[config.mk]
export PLATFORM = sky130hd
export DESIGN_NAME = led_rate_ctrl
export DESIGN_NICKNAME = d
export VERILOG_FILES = /design/src/rtl/led_rate_ctrl.sv
export SDC_FILE = /design/constraint.sdc
export NUM_CORES = 1
export LEC_CHECK = 0
export BUFFER_PORTS_ARGS = -buffer_cell sky130_fd_sc_hd__clkbuf_2
export CORE_MARGIN = 3
export CORE_UTILIZATION = 35
export CTS_BUF_LIST = sky130_fd_sc_hd__clkbuf_8
export DETAILED_ROUTE_END_ITERATION = 8
export HOLD_SLACK_MARGIN = 0.15
export PLACE_DENSITY = 0.61
export SYNTH_ARGS = -nofsm -noshare
export SYNTH_HDL_FRONTEND = slang
export SYNTH_SLANG_ARGS = --single-unit
[constraint.sdc]
create_clock -name clk -period 2.84 [get_ports clk]
set_clock_uncertainty 0.05 [all_clocks]
set_input_delay 0.71 -clock clk [delete_from_list [all_inputs] [get_ports clk]]
set_output_delay 0.71 -clock clk [all_outputs]
set_load 0.005 [all_outputs]
[src/rtl/led_rate_ctrl.sv]
// Speed-select front end for the LED sequencer: debounced up/down keys step a
// 3-bit level that sets the period of a 50%-duty slow clock and its rising-edge tick.
module led_rate_ctrl #(
  parameter int CLK_HZ      = 50_000_000,
  parameter int DB_CYCLES   = 1_000_000,
  parameter int RESET_LEVEL = 2
) (
  input  logic       clk,
  input  logic       rst,
  input  logic       key_up_n,
  input  logic       key_dn_n,
  output logic [2:0] level,
  output logic       clk_out,
  output logic       tick
);

  localparam int              CNT_W      = $clog2(CLK_HZ / 2);
  localparam int              DB_W       = $clog2(DB_CYCLES);
  localparam logic [DB_W-1:0] DB_LAST    = DB_W'(DB_CYCLES - 1);
  localparam logic [2:0]      LEVEL_INIT = 3'(RESET_LEVEL);

  function automatic logic [2:0] step_level(input logic [2:0] lv,
                                            input logic up, input logic dn);
    step_level = lv;
    if (up && !dn && lv != 3'd7)
      step_level = lv + 3'd1;
    else if (dn && !up && lv != 3'd0)
      step_level = lv - 3'd1;
  endfunction

  function automatic logic [CNT_W-1:0] half_last(input logic [2:0] lv);
    half_last = CNT_W'((CLK_HZ >> (int'(lv) + 1)) - 1);
  endfunction

  // Bit 0 is the up key, bit 1 the down key throughout.
  logic [1:0]      key_raw;
  logic [1:0]      sync_p0, sync_p1;
  logic [1:0]      stable, stable_d, press;
  logic [DB_W-1:0] db_cnt [2];
  logic [CNT_W-1:0] cnt;
  logic [2:0]      level_nxt;
  logic            level_chg;

  assign key_raw = {key_dn_n, key_up_n};

  // Stage p0/p1: two-flop synchroniser, the only consumer of the raw keys
  always_ff @(posedge clk or posedge rst) begin
    if (rst) begin
      sync_p0 <= 2'b11;
      sync_p1 <= 2'b11;
    end else begin
      sync_p0 <= key_raw;
      sync_p1 <= sync_p0;
    end
  end

  // Debounce and press detect
  always_ff @(posedge clk or posedge rst) begin
    if (rst) begin
      stable   <= 2'b11;
      stable_d <= 2'b11;
      press    <= 2'b00;
      for (int i = 0; i < 2; i++)
        db_cnt[i] <= '0;
    end else begin
      for (int i = 0; i < 2; i++) begin
        if (sync_p1[i] == stable[i]) begin
          db_cnt[i] <= '0;
        end else if (db_cnt[i] == DB_LAST) begin
          stable[i] <= sync_p1[i];
          db_cnt[i] <= '0;
        end else begin
          db_cnt[i] <= db_cnt[i] + DB_W'(1);
        end
      end
      stable_d <= stable;
      press    <= stable_d & ~stable;
    end
  end

  assign level_nxt = step_level(level, press[0], press[1]);
  assign level_chg = (level_nxt != level);

  // Level register and rate generator; a level change restarts the half period
  always_ff @(posedge clk or posedge rst) begin
    if (rst) begin
      level   <= LEVEL_INIT;
      cnt     <= '0;
      clk_out <= 1'b0;
      tick    <= 1'b0;
    end else begin
      level <= level_nxt;
      if (level_chg) begin
        cnt  <= '0;
        tick <= 1'b0;
      end else if (cnt == half_last(level)) begin
        cnt     <= '0;
        clk_out <= ~clk_out;
        tick    <= ~clk_out;
      end else begin
        cnt  <= cnt + CNT_W'(1);
        tick <= 1'b0;
      end
    end
  end

endmodule

==> flow_metrics.env, run 1 <==
export IMPL_status="finished with violations"
export IMPL_grt_pass1_wl_mm=17.2
export IMPL_layout_cells_non_filler=690
export IMPL_final_min_clock_period_ns=2.87
export IMPL_violations="negative setup slack"
export IMPL_cts_buffers=9
export IMPL_clkLatencyLatePin_ns=0.37
export IMPL_dp_cells=673
export IMPL_path_clk_slew_ns=0.09
export IMPL_p_leak_nw=2.16
export IMPL_ios=9
export IMPL_path_class="reg -> reg"
export IMPL_core_area_um2=12800
export IMPL_max_freq_mhz=349
export IMPL_clock_path_buffers=2
export IMPL_grt_pass1_vias=3614
export IMPL_timing_rr_end="cnt[24]"
export IMPL_startpoint="level[1]"
export IMPL_synth_nets=512
export IMPL_clock_sinks=80
export IMPL_place_congestion=0.851
export IMPL_hpwlAfterDp_mm=6.99
export IMPL_p_sw_w=0.000520
export IMPL_cp_end_kind="flip-flop"
export IMPL_p_sw_share_pct=24.7
export IMPL_layout_commonest_cell="dfrtp_1"
export IMPL_die_height_um=121
export IMPL_maxCapViolCount=0
export IMPL_rr_startpoint="level[1]"
export IMPL_slew_headroom_pct=50.9
export IMPL_grt_overflow_total=0
export IMPL_period_share_pct=101
export IMPL_die_area_um2=14700
export IMPL_synth_area_um2=4650
export IMPL_drt_wl_total_mm=9.93
export IMPL_yosys_most_used_dff="dfrtp_1"
export IMPL_area_growth_pct=14.0
export IMPL_power_density_nw_per_um2=397
export IMPL_synth_area_per_cell_um2=9.43
export IMPL_portBuffers=8
export IMPL_drt_pass1_iter_count=5
export IMPL_cts_tree="built"
export IMPL_num_vias=3504
export IMPL_async_reset_ff_share_pct=100
export IMPL_cts_max_level=3
export IMPL_power_frac_clock_pct=42.6
export IMPL_finalHoldViolCount=0
export IMPL_cp_endpoint="cnt[24]"
export IMPL_multiInputGateArea_um2=2550
export IMPL_p_comb_share_pct=2.4
export IMPL_track_usage_pct=14.4
export IMPL_p_int_w=0.00159
export IMPL_hp_class="reg -> reg"
export IMPL_drive_gt1_share_pct=16.6
export IMPL_total_power_w=0.00211
export IMPL_rsz0062_at_grt="true"
export IMPL_seqPwrFrac_pct=55.0
export IMPL_viasPerCell=5.08
export IMPL_drc=0
export IMPL_syn_inst=493
export IMPL_postCtsHoldBufs=0
export IMPL_slew_violations=0
export IMPL_critical_path_required_ns=3.02
export IMPL_antenna_found_initial=0
export IMPL_ant_nets=0
export IMPL_ys_types=54
export IMPL_diodes=0
export IMPL_drtIter0Drc=256
export IMPL_cts_root_buf="clkbuf_8"
export IMPL_num_rows=41
export IMPL_fillers=1275
export IMPL_start_util_pct=36.3
export IMPL_cp_start_kind="flip-flop"
export IMPL_critPathMaxFanout=25
export IMPL_grt_max_degree=37
export IMPL_post_route_util_pct=41.3
export IMPL_synth_ff_latch_count=80
export IMPL_nets=532
export IMPL_regArea_um2=2010
export IMPL_setup_viol=14
export IMPL_die_x_um=121
export IMPL_rr_worst_depth=10
export IMPL_ir_drop_mv=0.186
export IMPL_worst_ep_arrival_time_ns=3.05
export IMPL_rrSetupSlack_ns=-0.03
export IMPL_avgRoutedWirePerCell_um=14.4
export IMPL_ys_seq_area_share_pct=43.3
export IMPL_timing_final_ws_setup_ns=-0.0284
export IMPL_ys_warn_count=0
export IMPL_synth_edff_count=0
export IMPL_setup_tns_ns=-0.124
export IMPL_worst_pin_slew_ns=0.730
export IMPL_layout_common_cells="dfrtp_1, nor2_1, xor2_1"
[how the worst min path moves through the flow]
stage                from    endpoint  cells after the start
2_1_floorplan  sync_p0[0]  sync_p1[0]                      0
5_1_grt        sync_p0[1]  sync_p1[1]                      0
3_5_place_dp   sync_p0[0]  sync_p1[0]                      0
6_report       sync_p0[1]  sync_p1[1]                      0
3_3_place_gp   sync_p0[0]  sync_p1[0]                      0
4_1_cts        sync_p0[1]  sync_p1[1]                      0
[cells by family after synthesis]
family / synth area share (%)
simple gates: 25.3
xor+xnor: 16.1
flops: 43.3
compound gates: 6.11
buf+inv: 3.52
fa+ha+maj: 4.04
mux: 1.59
[power groups by stage]
stage          registers (W)  clock network [W]  logic (W)
6_report             0.00116           0.000898  0.0000510
5_1_grt              0.00116           0.000978  0.0000606
4_1_cts              0.00116           0.000926  0.0000538
3_5_place_dp         0.00118                  0  0.0000535
3_3_place_gp         0.00118                  0  0.0000518
2_1_floorplan        0.00118                  0  0.0000364
[layout make-up]
cell class                      instances  share of cell area [%]
Clock buffer                            9                    2.34
Timing Repair Buffer                   31                    4.56
Sequential cell                        80                    38.0
Clock inverter                          7                    1.65
Tap cell                              172                    4.06
Inverter                               16                    1.25
Multi-Input combinational cell        375                    48.2
[synth_stat cells (12+ instances only)]
cell type | count | area (µm²)
dfrtp_1 | 71 | 1780
nor2_1 | 70 | 263
xor2_1 | 44 | 385
xnor2_1 | 39 | 342
nor3_1 | 33 | 165
nand3_1 | 32 | 160
nand2_1 | 23 | 86.3
ha_1 | 15 | 188
inv_1 | 15 | 56.3
nand4_1 | 15 | 93.8
clkbuf_1 | 14 | 52.6
and3_1 | 12 | 75.1
[through the flow]
| step | area, µm² | worst slack, ns | hold slack, ns |
|---|---|---|---|
| final | 5300 | -0.0284 | 0.311 |
| after global routing | 5300 | -0.139 | 0.318 |
| after CTS | 5270 | 0.00326 | 0.312 |
| after detailed placement | 5050 | -0.0517 | 0.298 |
| after global placement | 5050 | 0.0597 | 0.296 |
| after floorplan | 4720 | 0.0164 | 0.295 |
[routing by layer]
layer	wire length (µm)	GRT usage (%)
met1	4680	18.7
met2	4760	23.3
met3	347	3.92
met4	146	4.83
met5	0	0
[timing repair]
| action | CTS | global route |
|---|---|---|
| setup buffers | 0 | 1 |
| endpoints found under the setup margin | 25 | 27 |
| cloned | 0 | 0 |
| pin swaps | 4 | 2 |
| gates resized for setup | 4 | 6 |
[state kept, by name, summed over array words and instances, names as in the netlist]
name / count
clk_out: 1
cnt: 25
db_cnt: 40
level: 3
press: 2
stable: 2
stable_d: 2
sync_p0: 2
sync_p1: 2
tick: 1
[critical path: stages, from the launching register on]
cell and delay (ns):
dfstp_2 0.61, buf_6 0.18, ha_2 0.24, nor2b_1 0.22, nor3_1 0.09, or3_4 0.39, a2111oi_4 0.32, nand4_1 0.23
nor2_4 0.16, buf_12 0.17, nor3_1 0.08
No activity file was read; power rests on OpenSTA's default activity.
==> run 2: changes to the inputs <==
- CELL_PAD_IN_SITES_DETAIL_PLACEMENT: unset -> 1
- CELL_PAD_IN_SITES_GLOBAL_PLACEMENT: unset -> 2
- GPL_ROUTABILITY_DRIVEN: unset -> 0
- PLACE_DENSITY: 0.61 -> 0.83
==> run 2 against run 1 <==
Effect of this change:
- first-iteration DRC count fell by 27%
- routed wire length grew 15%
- clock-buffer cell count did not move
- final area is 1.4% higher
- the flow still finishes with violations (negative setup slack)
- clock power is 12% lower
- setup slack got worse by 0.044 ns
- sequential power about the same
- total power fell by 5.3%
- die area is the same
- core utilization grew 0.57 points
==> flow_metrics.env, run 2 (same netlist as run 1, synthesis figures left out) <==
export IMPL_viasPerCell=5.23
export IMPL_clock_path_buffers=2
export IMPL_cts_max_level=3
export IMPL_critPathMaxFanout=25
export IMPL_drt_pass1_iter_count=4
export IMPL_violations="negative setup slack"
export IMPL_status="finished with violations"
export IMPL_dp_cells=674
export IMPL_worst_pin_slew_ns=0.805
export IMPL_clock_sinks=80
export IMPL_timing_final_ws_setup_ns=-0.0728
export IMPL_maxCapViolCount=0
export IMPL_place_area_um2=5070
export IMPL_cts_buffers=9
export IMPL_crit_path_frequent_cell="ha_4"
export IMPL_path_cells="ha_4 -> nand2_4 -> ha_4 -> xor2_4 -> a2111oi_4 -> o32ai_2 -> nor4b_2 -> nand4_1 -> nor2_4 -> buf_12 -> nor3b_1"
export IMPL_nets=534
export IMPL_path_class="reg -> reg"
export IMPL_power_density_nw_per_um2=371
export IMPL_regArea_um2=2010
export IMPL_whs_ns=0.310
export IMPL_ant_nets=0
export IMPL_layout_commonest_cell="dfrtp_1"
export IMPL_grt_pass1_wl_mm=19.3
export IMPL_reg_largest_list="db_cnt (40), cnt (25), level (3)"
export IMPL_diodes=0
export IMPL_layout_common_cells="dfrtp_1, nor2_1, xor2_1"
export IMPL_drt_wl_total_mm=11.4
export IMPL_layout_cells_non_filler=692
export IMPL_clkLatencyLatePin_ns=0.36
export IMPL_grt_max_degree=81
export IMPL_finish_instance_area_um2=5370
export IMPL_final_min_clock_period_ns=2.91
export IMPL_largest_register_ffs=40
export IMPL_worst_path_buf_inv=1
export IMPL_slew_headroom_pct=45.8
export IMPL_start_util_pct=36.3
export IMPL_drc=0
export IMPL_hp_class="reg -> reg"
export IMPL_rsz0062_at_grt="true"
export IMPL_cp_start_kind="flip-flop"
export IMPL_grt_pass1_vias=3828
export IMPL_die_x_um=121
export IMPL_period_share_pct=103
export IMPL_core_area_um2=12800
export IMPL_drtIter0Drc=188
export IMPL_rrSetupSlack_ns=-0.07
export IMPL_ios=9
export IMPL_drive_gt1_share_pct=17.9
export IMPL_critical_path_required_ns=3.01
export IMPL_hpwlAfterDp_mm=7.95
export IMPL_slowest_delay_ns=0.64
export IMPL_die_height_um=121
export IMPL_avgRoutedWirePerCell_um=16.5
export IMPL_cts_tree="built"
export IMPL_p_leak_nw=2.19
export IMPL_grt_overflow_total=0
export IMPL_finalHoldViolCount=0
export IMPL_path_clk_slew_ns=0.09
export IMPL_max_freq_mhz=343
export IMPL_slew_violations=0
export IMPL_ir_drop_mv=0.220
export IMPL_portBuffers=8
export IMPL_num_vias=3620
export IMPL_worst_ep_arrival_time_ns=3.09
export IMPL_fillers=1480
export IMPL_multiInputGateArea_um2=2630
export IMPL_post_route_util_pct=41.9
export IMPL_track_usage_pct=16.4
export IMPL_die_area_um2=14700
export IMPL_crit_family="simple AND/OR/NAND/NOR gates"
export IMPL_num_rows=41
export IMPL_antenna_found_initial=0
export IMPL_area_growth_pct=15.6
export IMPL_setup_viol=26
export IMPL_crit_slowest_cell="dfstp_2"
export IMPL_cp_end_kind="flip-flop"
export IMPL_cts_root_buf="clkbuf_8"
export IMPL_regMostFlops="db_cnt"
## run 2: path summary, 6_finish.rpt
| check | start | depth (start not counted) | endpoint |
|---|---|---|---|
| setup / recovery | level[1] | 11 | cnt[21] |
| hold / removal | sync_p0[1] | 0 | sync_p1[1] |
| setup reg to reg | level[1] | 11 | cnt[21] |
| hold reg to reg | sync_p0[1] | 0 | sync_p1[1] |
| max in group asynchronous | rst | 3 | level[1] |
| min in group asynchronous | rst | 3 | db_cnt[18] |
## run 2: repair_timing
action                                  CTS  global route
cloned                                    0             0
hold buffers                              0             0
resized for setup                         6            16
buffers inserted                          2             2
endpoints found under the setup margin   25            27
pin swaps                                 2             6
## run 2: cell type report
class	count	share of cell area, %
Timing Repair Buffer	33	5.01
Sequential cell	80	37.5
Multi-Input combinational cell	375	48.9
Tap cell	172	4.00
Clock inverter	7	1.05
Inverter	16	1.23
Clock buffer	9	2.31
## run 2: per-stage QoR
stage          setup TNS, ns  setup slack [ns]  power [W]
6_report               -1.46           -0.0728    0.00200
4_1_cts               -0.506           -0.0332    0.00204
3_5_place_dp           -1.52           -0.0694    0.00123
2_1_floorplan              0            0.0164    0.00122
3_3_place_gp               0           0.00111    0.00123
5_1_grt                -4.68            -0.198    0.00210
## run 2: metal layers
metal,share of wire [%],vias to the layer above,GRT usage [%]
met5,0,-,0
met4,1.4,0,5.53
met3,1.7,14,2.98
met2,52,38,28.3
met1,45,1834,20.8
li1,-,1734,-
## run 2: power by group
| part | switching [W] | leakage [nW] | internal, W |
|---|---|---|---|
| sequential | 0.00000860 | 1.07 | 0.00115 |
| combinational | 0.0000375 | 1.03 | 0.0000129 |
| clock | 0.000459 | 0.0891 | 0.000327 |
